**src/rtl/alpha_unblend.sv**
```systemverilog
// Recovers straight ARGB4444 colour from a premultiplied 8-bit RGB pixel by a
// 4-step per-channel binary search against the forward premultiply; optional out_exact via ALPHA_UNBLEND_EXACT_EN.
module alpha_unblend (
  input  logic       clk,
  input  logic       reset_n,
  input  logic       in_valid,
  output logic       in_ready,
  input  logic [3:0] in_a,
  input  logic [7:0] in_r,
  input  logic [7:0] in_g,
  input  logic [7:0] in_b,
  output logic       out_valid,
  input  logic       out_ready,
  output logic [3:0] out_a,
  output logic [3:0] out_r,
  output logic [3:0] out_g,
  output logic [3:0] out_b,
`ifdef ALPHA_UNBLEND_EXACT_EN
  output logic       out_exact,
`endif
  output logic [1:0] state_dbg
);

  // Handshakes: a transfer happens on a clk edge where valid && ready; valid
  // never waits on ready, and out_* hold stable while out_valid && !out_ready.
  typedef enum logic [1:0] {IDLE = 2'd0, SEARCH = 2'd1, DONE = 2'd2} state_t;

  state_t            state_q, state_nxt;
  logic [3:0]        a_q;
  logic [2:0][7:0]   p_q;
  logic [2:0][3:0]   cand_q, cand_nxt, trial;
  logic [1:0]        bit_q;
  logic [3:0]        bit_mask;
  logic              accept;

  function automatic logic [7:0] fwd(input logic [3:0] c, input logic [3:0] a);
    logic [7:0] x;
    logic [7:0] s;
    x = {c, c};
    s = 8'd0;
    for (int i = 0; i < 4; i++)
      if (a[i]) s = s + (x >> (4 - i));
    return s;
  endfunction

  assign state_dbg = state_q;
  assign accept    = (state_q == IDLE) && in_valid && in_ready;
  assign bit_mask  = 4'b0001 << bit_q;

  always_comb begin
    trial    = '0;
    cand_nxt = cand_q;
    for (int i = 0; i < 3; i++) begin
      trial[i]    = cand_q[i] | bit_mask;
      cand_nxt[i] = (fwd(trial[i], a_q) <= p_q[i]) ? trial[i] : cand_q[i];
    end
  end

`ifdef ALPHA_UNBLEND_EXACT_EN
  logic exact_nxt;
  always_comb begin
    exact_nxt = (a_q != 4'd0);
    for (int i = 0; i < 3; i++)
      if (fwd(cand_nxt[i], a_q) != p_q[i]) exact_nxt = 1'b0;
  end
`endif

  always_comb begin
    state_nxt = state_q;
    case (state_q)
      IDLE:    if (accept) state_nxt = SEARCH;
      SEARCH:  if (bit_q == 2'd0) state_nxt = DONE;
      DONE:    if (out_valid && out_ready) state_nxt = IDLE;
      default: state_nxt = IDLE;
    endcase
  end

  always_ff @(posedge clk or negedge reset_n) begin
    if (!reset_n) state_q <= IDLE;
    else          state_q <= state_nxt;
  end

  // in_ready/out_valid are registered copies of the next state, so in_ready
  // first rises one edge after reset and never coincides with a release.
  always_ff @(posedge clk or negedge reset_n) begin
    if (!reset_n) begin
      in_ready  <= 1'b0;
      out_valid <= 1'b0;
      a_q       <= '0;
      p_q       <= '0;
      cand_q    <= '0;
      bit_q     <= '0;
      out_a     <= '0;
      out_r     <= '0;
      out_g     <= '0;
      out_b     <= '0;
`ifdef ALPHA_UNBLEND_EXACT_EN
      out_exact <= 1'b0;
`endif
    end else begin
      in_ready  <= (state_nxt == IDLE);
      out_valid <= (state_nxt == DONE);
      if (accept) begin
        a_q    <= in_a;
        p_q    <= {in_b, in_g, in_r};
        cand_q <= '0;
        bit_q  <= 2'd3;
      end
      if (state_q == SEARCH) begin
        cand_q <= cand_nxt;
        bit_q  <= bit_q - 2'd1;
        if (bit_q == 2'd0) begin
          out_a <= a_q;
          out_r <= (a_q == 4'd0) ? 4'd0 : cand_nxt[0];
          out_g <= (a_q == 4'd0) ? 4'd0 : cand_nxt[1];
          out_b <= (a_q == 4'd0) ? 4'd0 : cand_nxt[2];
`ifdef ALPHA_UNBLEND_EXACT_EN
          out_exact <= exact_nxt;
`endif
        end
      end
    end
  end

endmodule

```
**config.mk**
```make
export PLATFORM = sky130hd
export DESIGN_NAME = alpha_unblend
export DESIGN_NICKNAME = d
export VERILOG_FILES = /design/src/rtl/alpha_unblend.sv
export SDC_FILE = /design/constraint.sdc
export NUM_CORES = 1
export LEC_CHECK = 0
export BUFFER_PORTS_ARGS = -buffer_cell sky130_fd_sc_hd__buf_4
export CAP_MARGIN = 15
export CORE_MARGIN = 1
export CORE_UTILIZATION = 40
export DETAILED_ROUTE_END_ITERATION = 7
export PLACE_DENSITY = 0.6
export SLEW_MARGIN = 10
export SYNTH_ARGS = -nofsm -noshare
export SYNTH_HDL_FRONTEND = slang
export SYNTH_SLANG_ARGS = --single-unit
export TNS_END_PERCENT = 20
```
**constraint.sdc**
```tcl
create_clock -name clk -period 17 [get_ports clk]
set_input_delay 1.7 -clock clk [delete_from_list [all_inputs] [get_ports clk]]
set_output_delay 1.7 -clock clk [all_outputs]
set_load 0.02 [all_outputs]
```
### Word level (Yosys, flattened, before mapping)

Cells that the tools add are included.

* $add $sub $neg: 10
* multiply operators: 0
* div/mod/pow operators: 0
* order comparisons: 3
* equality and inequality tests: 3
* shifts and indexed selects: 1
* muxes and demuxes: 26
* bitwise logic cells: 3
* reductions and logical operators: 9

Operators by type and width (count)
* $mux 8: 9
* $mux 4: 9
* $add 8x6->8: 3
* $add 8x7->8: 3
* $le 8x8->1: 3
* $mux 12: 2
* $add 4x5->6: 3
* $or 4x4->4: 3
* $mux 2: 5
* $logic_not 2->1: 3
* $pmux 2 s3: 1
* $eq 2x2->1 const B: 2
* $logic_not 4->1: 1
* $shl 1x2->4 const A: 1
* $logic_and 1x1->1: 3
* $eq 2x1->1 const B: 1
* $reduce_and 2->1: 1
* $reduce_bool 2->1: 1
* $sub 2x1->2 const B: 1

* register bits: 62
* bits in latches: 0
* RAM bits: 0
* memory bits (read-only): 0
* bits of input ports: 32
* logic and storage cells: 70
* memories kept: 0

### Logic depth before layout (Yosys ltp)

Gate-level depths: netlist (run 1).

* word-level depth: 12
* mapped depth: 29

### Least setup slack after synthesis (run 1)

Ideal clock, no wire load.

* path kind: register -> register
* from: register bit_q[0]
* to: register cand_q[5] (netlist bit)
* arrival: 5670 ps
* setup slack: 11264 ps
* cell stages (with the launch flop): 28
* path buffers: 1
* clock period less this slack: 5736 ps
* cell sequence: dfrtp_1 > ha_1 > buf_2 > nor2_1 > inv_1 > ha_1 > inv_1 > fa_1 > or4b_1 > a21oi_1 > nor3_1 > xnor2_1 > nor2b_1 > ha_1 > nor4b_1 > a311o_1 > a311o_1 > ha_1 > nor4_1 > a41oi_1 > o21ai_0 > a211o_1 > ha_1 > nand4_1 > or3_1 > o211ai_1 > and2_1 > a22o_1

* word-level cells in the longest chain between the ends: 12

RTL lines
* start, declared: line 32 `logic [1:0] bit_q;`
* start signal, assigned: line 111 `bit_q <= bit_q - 2'd1;`
* $shl 1x2->4 *: line 48 `assign bit_mask = 4'b0001 << bit_q;`
* $or 4x4->4 *: line 54 `trial[i] = cand_q[i] | bit_mask;`
* $mux 4: line 42 `if (a[i]) s = s + (x >> (4 - i));`
* $add 4x5->6: line 42
* $mux 8: line 42
* $add 8x6->8: line 42
* $mux 8: line 42
* $add 8x7->8: line 42
* $mux 8: line 42
* $le 8x8->1: line 55 `cand_nxt[i] = (fwd(trial[i], a_q) <= p_q[i]) ? trial[i] : cand_q[i];`
* $mux 4 *: line 55
* $mux 12 *: line 109 `if (state_q == SEARCH) begin`
* end signal, assigned: line 110 `cand_q <= cand_nxt;`
* end, declared: line 31 `logic [2:0][3:0] cand_q, cand_nxt, trial;`

Every way passes the cells marked *; elsewhere a longest branch is shown, timed or not.
A chain may end at the register's enable or synchronous reset.

### Worst setup path in the final report (run 1)

* from: register bit_q[0]
* to: register cand_q[7] (netlist bit)

Same word-level chain as after synthesis.

==> results.cfg, run 1 <==
[run_status]
outcome = finished, final reports clean

[floorplan]
die_span_x_microns = 125
die-area_sq_um = 15700
chip_height_microns = 125
floorplan.initialDensity = 0.414
rows = 44
top_level_ports = 52
core_sq_um = 14700

[timing]
hold_viol = 0
fmax_mhz = 148
post-route-min-period_ps = 6750
worst_pin_slew_ps = 1020
rsz_0062_raised_after_global_routing = no
finalCritPeriodShare = 0.397
pins_over_slew_limit = 0
total_negative_slack_ps = 0
setup_viol = 0
timing.clock.skew_ps = 10.9
slew-limit-headroom = 0.319

[finish]
final.fill_count = 1411
n_antenna_cell = 0
final_common_cell = nand2_1
area_delta_synth_final_pct = 13.2
mostFrequentLayoutCells = nand2_1, ha_1, dfrtp_1
fin_util = 0.468
final_nets = 861
post_route_cells_drive_above_1_share = 0.154

[drt]
final_antenna_net_count = 0
via_per_inst = 5.72
routed_wirelength_mm = 15.4
avg_wl_per_cell_microns = 16.5
drt-initial-drc-count = 330
num_vias = 5317
drt-pass1-iter-count = 7
drc_errors = 0

[synth]
synth_enable_flop_cells = 0
async_reset_ff_frac = 1.00
postSynthCellCount = 709
ys_seq_area_frac = 0.255
synth_top_flop_cell = dfrtp_1
synthesis.yosys.warnings = 0
avg_cell_area_syn_sq_um = 8.57
yosys_register_bits = 62
syn_area_sq_um = 6080
synthDistinctLibCells = 73
syn_nets = 829

[flow_run]
drv_cap = 0

[critical_path]
startpoint_type = register
crit_top_cell = ha_1
timing.critical_path.to_type = register
timing.rr.start = bit_q[0]
critical_path.slowest_cell = o211ai_1
critPathRequiredTime_ps = 17280
timing.rr.end = cand_q[7]
r2r_worst_path_depth = 26
critPathMaxFanout = 10
cp-endpoint = cand_q[7]
critPathArrivalTime_ps = 7030
critPathMaxStageDelay_ps = 580
worst-r2r-setup-slack_ps = 10250
worst_setup_sp = bit_q[0]
critPathKind = reg -> reg

[clock_network]
clk-insertion-delay-late_ps = 340
numCtsBuffers = 9
cts_resized = 0
cts_sinks = 62
cts_root_buffer = clkbuf_16
cts_tree = built
clk_pin_slew_ps = 60
cts_max_path_bufs = 2
htree_num_levels = 3
post-cts-setup-buffers = 0
holdBufCountCts = 0

[placement]
place_congestion = 0.826
dp_hpwl_mm = 11.4
io_buffers = 51

[global_routing]
grt_pass1_wl_mm = 25.9
grt_overflow = 0
number_of_global_route_vias_before_repair = 5273
grt.total_usage = 0.205
largest_net_degree_at_the_start_of_global_routing = 63
antenna_found_initial = 0

[hold_path]
holdCritPathClass = reg -> reg
==> registers in the layout, summed over array words and instances, names as in the netlist <==
name and count:
p_q 24, cand_q 12, a_q 4, out_a 4, out_b 4, out_g 4, out_r 4, bit_q 2
state_dbg 2, in_ready 1, out_valid 1
==> synthesized netlist by cell type, types with 10 or more instances <==
| cell type | instances | area, sq um |
|---|---|---|
| clkbuf_1 | 21 | 78.8 |
| a21oi_1 | 47 | 235 |
| o21ai_0 | 60 | 300 |
| dfrtp_1 | 62 | 1550 |
| ha_1 | 79 | 988 |
| o21ai_1 | 15 | 75.1 |
| nor2_1 | 28 | 105 |
| nand2b_1 | 16 | 100 |
| mux2_2 | 18 | 203 |
| xnor2_1 | 20 | 175 |
| nand2_1 | 82 | 308 |
| o211ai_1 | 10 | 75.1 |
| a21o_1 | 14 | 105 |
| inv_1 | 49 | 184 |
==> stage by stage <==
step	hold slack [ps]	area, sq um	cells	setup slack [ps]
floorplan	452	6080	709	11260
global placement	472	6560	914	10520
detailed placement	476	6560	914	10330
CTS	491	6880	930	10310
global route	499	6880	930	9710
finish	487	6880	930	10250
==> worst min-delay path by stage <==
stage	startpoint	to	cells after the start
detailed placement	out_r[3]	out_r[3]	2
global placement	out_b[1]	out_b[1]	2
floorplan	p_q[0]	p_q[0]	2
global route	p_q[0]	p_q[0]	2
CTS	p_q[0]	p_q[0]	2
finish	p_q[16]	p_q[16]	2
==> cell families after synthesis <==
kind of cell	after synthesis	share of synthesized area
xor gates and xnor gates	27	0.0389
buffers and inverters	85	0.0585
DFF	62	0.255
muxes	31	0.0580
adders and majority gates	89	0.194
and+or+nand+nor	193	0.157
AOI/OAI and AO/OA	222	0.238
==> layer usage <==
| metal | global-route usage | wire [microns] | vias up |
|---|---|---|---|
| li1 | - | - | 2619 |
| met5 | 0 | 0 | - |
| met1 | 0.287 | 7650 | 2559 |
| met3 | 0.0270 | 552 | 13 |
| met2 | 0.324 | 6960 | 126 |
| met4 | 0.0710 | 199 | 0 |
==> area by class of cell <==
cell class	instances	area (sq um)	share of cell area
multi-input combinational	562	4170	0.606
sequential	62	1550	0.225
timing repair buffer	55	413	0.0600
tap	184	230	0.0334
clock buffer	9	225	0.0327
inverter	51	191	0.0278
clock inverter	7	98.8	0.0144
==> critical path: cells and delay by family (launching register included) <==
family,cells,cell delay [ps]
DFF,1,410
xor gates and xnor gates,1,260
and+or+nand+nor,8,1340
buffers and inverters,2,360
adders and majority gates,6,2050
AOI/OAI and AO/OA,9,2240
Power of run 1 is left out: the tool's default activity adds up to more than one toggle a clock period on the data nets, which glitch-free logic cannot reach.
==> run 2: changes to the inputs <==
--- a/config.mk
+++ b/config.mk
@@ -10,7 +10,7 @@
 export CORE_MARGIN = 1
 export CORE_UTILIZATION = 40
 export DETAILED_ROUTE_END_ITERATION = 7
-export PLACE_DENSITY = 0.6
+export PLACE_DENSITY = 0.62
 export SLEW_MARGIN = 10
 export SYNTH_ARGS = -nofsm -noshare
 export SYNTH_HDL_FRONTEND = slang
==> constraint.sdc (replaced) <==
create_clock -name clk -period 5.82 [get_ports clk]
set_input_delay 0.582 -clock clk [delete_from_list [all_inputs] [get_ports clk]]
set_output_delay 0.582 -clock clk [all_outputs]
set_load 0.02 [all_outputs]
==> results.cfg, run 2 (synthesis gave the netlist of run 1 again) <==
[floorplan]
rows = 44
die_span_x_microns = 125
die-area_sq_um = 15700
core_sq_um = 14700
chip_height_microns = 125
floorplan.initialDensity = 0.414
top_level_ports = 52

[timing]
slew-limit-headroom = 0.307
finalCritPeriodShare = 0.983
worst_pin_slew_ps = 1040
fmax_mhz = 175
hold_viol = 0
post-route-min-period_ps = 5720
finalWorstSetupSlack_ps = 99.5
total_negative_slack_ps = 0
rsz_0062_raised_after_global_routing = yes
pins_over_slew_limit = 0
timing.clock.skew_ps = 6.40
setup_viol = 0

[clock_network]
cts_sinks = 62
cts_root_buffer = clkbuf_16
clk_pin_slew_ps = 60
cts_tree = built
numCtsBuffers = 9
cts_max_path_bufs = 2
clk-insertion-delay-late_ps = 340
htree_num_levels = 3
holdBufCountCts = 0

[critical_path]
critPathMaxStageDelay_ps = 540
worst-r2r-setup-slack_ps = 100
timing.critical_path.to_type = register
critPathMaxFanout = 6
critPathArrivalTime_ps = 6000
critPathRequiredTime_ps = 6100
critical_path.slowest_cell = or4b_4
startpoint_type = register
critPathKind = reg -> reg
crit_top_cell = ha_4

[finish]
final_nets = 922
flip_flop_count_of_the_largest_register_all_copies_and_words_added = 24
n_antenna_cell = 0
final_common_cell = buf_4
largest-register = p_q
area_delta_synth_final_pct = 25.8
post_route_cells_drive_above_1_share = 0.294
mostFrequentLayoutCells = buf_4, nand2_1, ha_1
biggestRegsByFlops = p_q (24), cand_q (12)

[global_routing]
grt_pass1_wl_mm = 27.5
largest_net_degree_at_the_start_of_global_routing = 63
antenna_found_initial = 0
global_route.usage.met3 = 0.0312
grt.busiest_layer = met2
use_met2 = 0.367
grt.total_usage = 0.218
grt_overflow = 0
number_of_global_route_vias_before_repair = 5713
grt_use_met1 = 0.277

[drt]
drc_errors = 0
num_vias = 5598
drt-pass1-iter-count = 8
routed_wirelength_mm = 16.7
final_antenna_net_count = 0
drt-initial-drc-count = 217
via_per_inst = 5.65
avg_wl_per_cell_microns = 16.9

[placement]
detailedPlace.worstSlack_ps = -164
io_buffers = 51
dp_hpwl_mm = 12.4
place_congestion = 0.847

[flow_run]
drv_cap = 0

[run_status]
outcome = finished, final reports clean

[hold_path]
holdCritPathClass = in -> async
==> run 2: area by class of cell <==
cell class,instances,area (sq um)
fill,1377,7060
sequential,62,1550
tap,184,230
multi-input combinational,562,4510
timing repair buffer,116,871
clock inverter,5,38.8
clock buffer,11,253
inverter,51,191
==> run 2: timing repair <==
action,CTS,global route
setup endpoints to repair,16,24
setup buffers,12,10
resized for setup,23,55
pin swaps,17,35
==> run 2: worst max-delay path, delay by kind of cell, from the launching register on <==
kind | cells | cell delay [ps]
XOR/XNOR | 1 | 220
buffers and inverters | 3 | 310
adder cells (fa/ha/maj) | 6 | 1490
AO/OA/AOI/OAI | 8 | 1570
flip-flops | 1 | 380
AND/OR/NAND/NOR | 10 | 1680
==> run 2: layer usage <==
layer | wire [microns] | share of wire
met5 | 0 | 0
met4 | 537 | 0.032
met3 | 714 | 0.043
met2 | 7820 | 0.47
met1 | 7650 | 0.46
==> run 2: path summary, 6_finish.rpt <==
kind / from / to / cells past startpoint
min reg2reg: p_q[0] / p_q[0] / 2
max in group asynchronous: reset_n / out_r[0] / 1
max: bit_q[1] / cand_q[5] / 28
min in group clk: in_r[0] / p_q[0] / 3
min: reset_n / p_q[21] / 1
max reg2reg: bit_q[1] / cand_q[5] / 28
==> run 2: metrics by stage <==
step                      cells  instance area (sq um)  hold slack [ps]  utilization
after floorplan             709                   6080              286            -
after global placement      953                   6850              467        0.466
after detailed placement    953                   6850              479        0.466
after CTS                   981                   7320              350        0.498
after global routing        991                   7640              397        0.520
final                       991                   7640              312        0.520
Power of run 2 is left out for the same reason.
==> run 3: changes to the inputs <==
--- a/config.mk
+++ b/config.mk
@@ -11,6 +11,7 @@
 export CORE_UTILIZATION = 40
 export DETAILED_ROUTE_END_ITERATION = 7
 export PLACE_DENSITY = 0.62
+export RECOVER_POWER = 100
 export SLEW_MARGIN = 10
 export SYNTH_ARGS = -nofsm -noshare
 export SYNTH_HDL_FRONTEND = slang
==> results.cfg, run 3 (synthesis gave the netlist of run 1 again) <==
[global_routing]
antenna_found_initial = 0
grt_pass1_wl_mm = 27.5
grt.total_usage = 0.218
largest_net_degree_at_the_start_of_global_routing = 63
number_of_global_route_vias_before_repair = 5713
grt_overflow = 0

[clock_network]
cts_tree = built
cts_max_path_bufs = 2
cts_root_buffer = clkbuf_16
htree_num_levels = 3
numCtsBuffers = 9
clk-insertion-delay-late_ps = 340
cts_sinks = 62
holdBufCountCts = 0
clk_pin_slew_ps = 60

[run_status]
violations = capacitance limit, slew limit
outcome = complete, but fails checks

[hold_path]
holdCritPathClass = in -> reg
min_delay_worst_endpoint = p_q[0]
min_path_cells = 3
worstHoldStart = in_r[0]

[floorplan]
die-area_sq_um = 15700
top_level_ports = 52
rows = 44
core_sq_um = 14700
chip_height_microns = 125
floorplan.initialDensity = 0.414
die_span_x_microns = 125

[timing]
finalCritPeriodShare = 0.982
slew-limit-headroom = -1.25
timing.clock.skew_ps = 5.63
hold_viol = 0
post-route-min-period_ps = 5720
setup_viol = 0
worst_pin_slew_ps = 3370
rsz_0062_raised_after_global_routing = yes
pins_over_slew_limit = 63
hold_slack_ps = 429
fmax_mhz = 175

[finish]
mostFrequentLayoutCells = buf_4, nand2_1, ha_1
final_common_cell = buf_4
final_nets = 922
n_antenna_cell = 0
post_route_cells_drive_above_1_share = 0.268
area_delta_synth_final_pct = 24.5
largest-register = p_q
biggestRegsByFlops = p_q (24), cand_q (12)
flip_flop_count_of_the_largest_register_all_copies_and_words_added = 24

[drt]
num_vias = 5580
drc_errors = 0
avg_wl_per_cell_microns = 16.8
drt-pass1-iter-count = 8
via_per_inst = 5.63
routed_wirelength_mm = 16.7
drt-initial-drc-count = 219
final_antenna_net_count = 0

[critical_path]
critPathKind = reg -> reg
r2r_worst_path_depth = 28
timing.critical_path.to_type = register
worst-r2r-setup-slack_ps = 100
critPathRequiredTime_ps = 6100
critPathMaxStageDelay_ps = 540
critPathMaxFanout = 6
critPathArrivalTime_ps = 6000
timing.rr.end = cand_q[7]
startpoint_type = register
critical_path_buf_inv_count = 3
worst_path_dominant_cell_family = simple AND/OR/NAND/NOR gates
crit_top_cell = ha_4
critical_path.slowest_cell = or4b_4
timing.rr.start = bit_q[1]

[placement]
dp_hpwl_mm = 12.4
place_congestion = 0.847
io_buffers = 51

[flow_run]
drv_cap = 1
-- run 3: cell count changes in the layout (fill, tap and decap cells not counted), sizes merged --
cell    previous run  this run
buf              116        95
clkbuf            11        32
-- run 3: what timing repair did --
item,in CTS,in global routing
buffers inserted,12,10
resized for setup,23,55
pin swaps,17,35
setup endpoints to repair,16,24
-- run 3: area by class of cell --
class	instances	area, sq um
clock inverter	5	38.8
inverter	51	191
tap	184	230
timing repair buffer	116	792
multi-input combinational	562	4510
sequential	62	1550
clock buffer	11	253
fill	1396	7130
-- run 3: worst max-delay path by stage --
stage / startpoint / endpoint / slack, ps / cells after the start
finish: bit_q[1] / cand_q[7] / 100 / 28
detailed placement: bit_q[0] / cand_q[6] / -160 / 28
global placement: bit_q[0] / cand_q[3] / 100 / 26
global route: bit_q[0] / cand_q[7] / -220 / 28
floorplan: bit_q[0] / cand_q[5] / 80 / 27
CTS: bit_q[0] / cand_q[7] / 2 / 28
-- run 3: worst min-delay path: cells and delay by family --
family | cells | cell delay, ps
buf+inv | 1 | 80
simple gates | 2 | 80
-- run 3: per-stage QoR --
| step | instance area (sq um) | setup WS (ps) | util | TNS (ps) | std cells |
|---|---|---|---|---|---|
| after floorplan | 6080 | 83.8 | - | 0 | 709 |
| after CTS | 7320 | 2.06 | 0.498 | 0 | 981 |
| after global placement | 6850 | 104 | 0.466 | 0 | 953 |
| final | 7560 | 103 | 0.515 | 0 | 991 |
| after detailed placement | 6850 | -164 | 0.466 | -925 | 953 |
| after global routing | 7560 | -218 | 0.515 | -2180 | 991 |
-- run 3: routing by layer --
metal  vias to the layer above  GRT usage  share of wire
met3                        41     0.0312          0.040
met2                       126      0.367           0.47
met4                         0     0.0983          0.032
met5                         -          0              0
met1                      2674      0.277           0.46
li1                       2739          -              -
Power of run 3 is left out for the same reason.
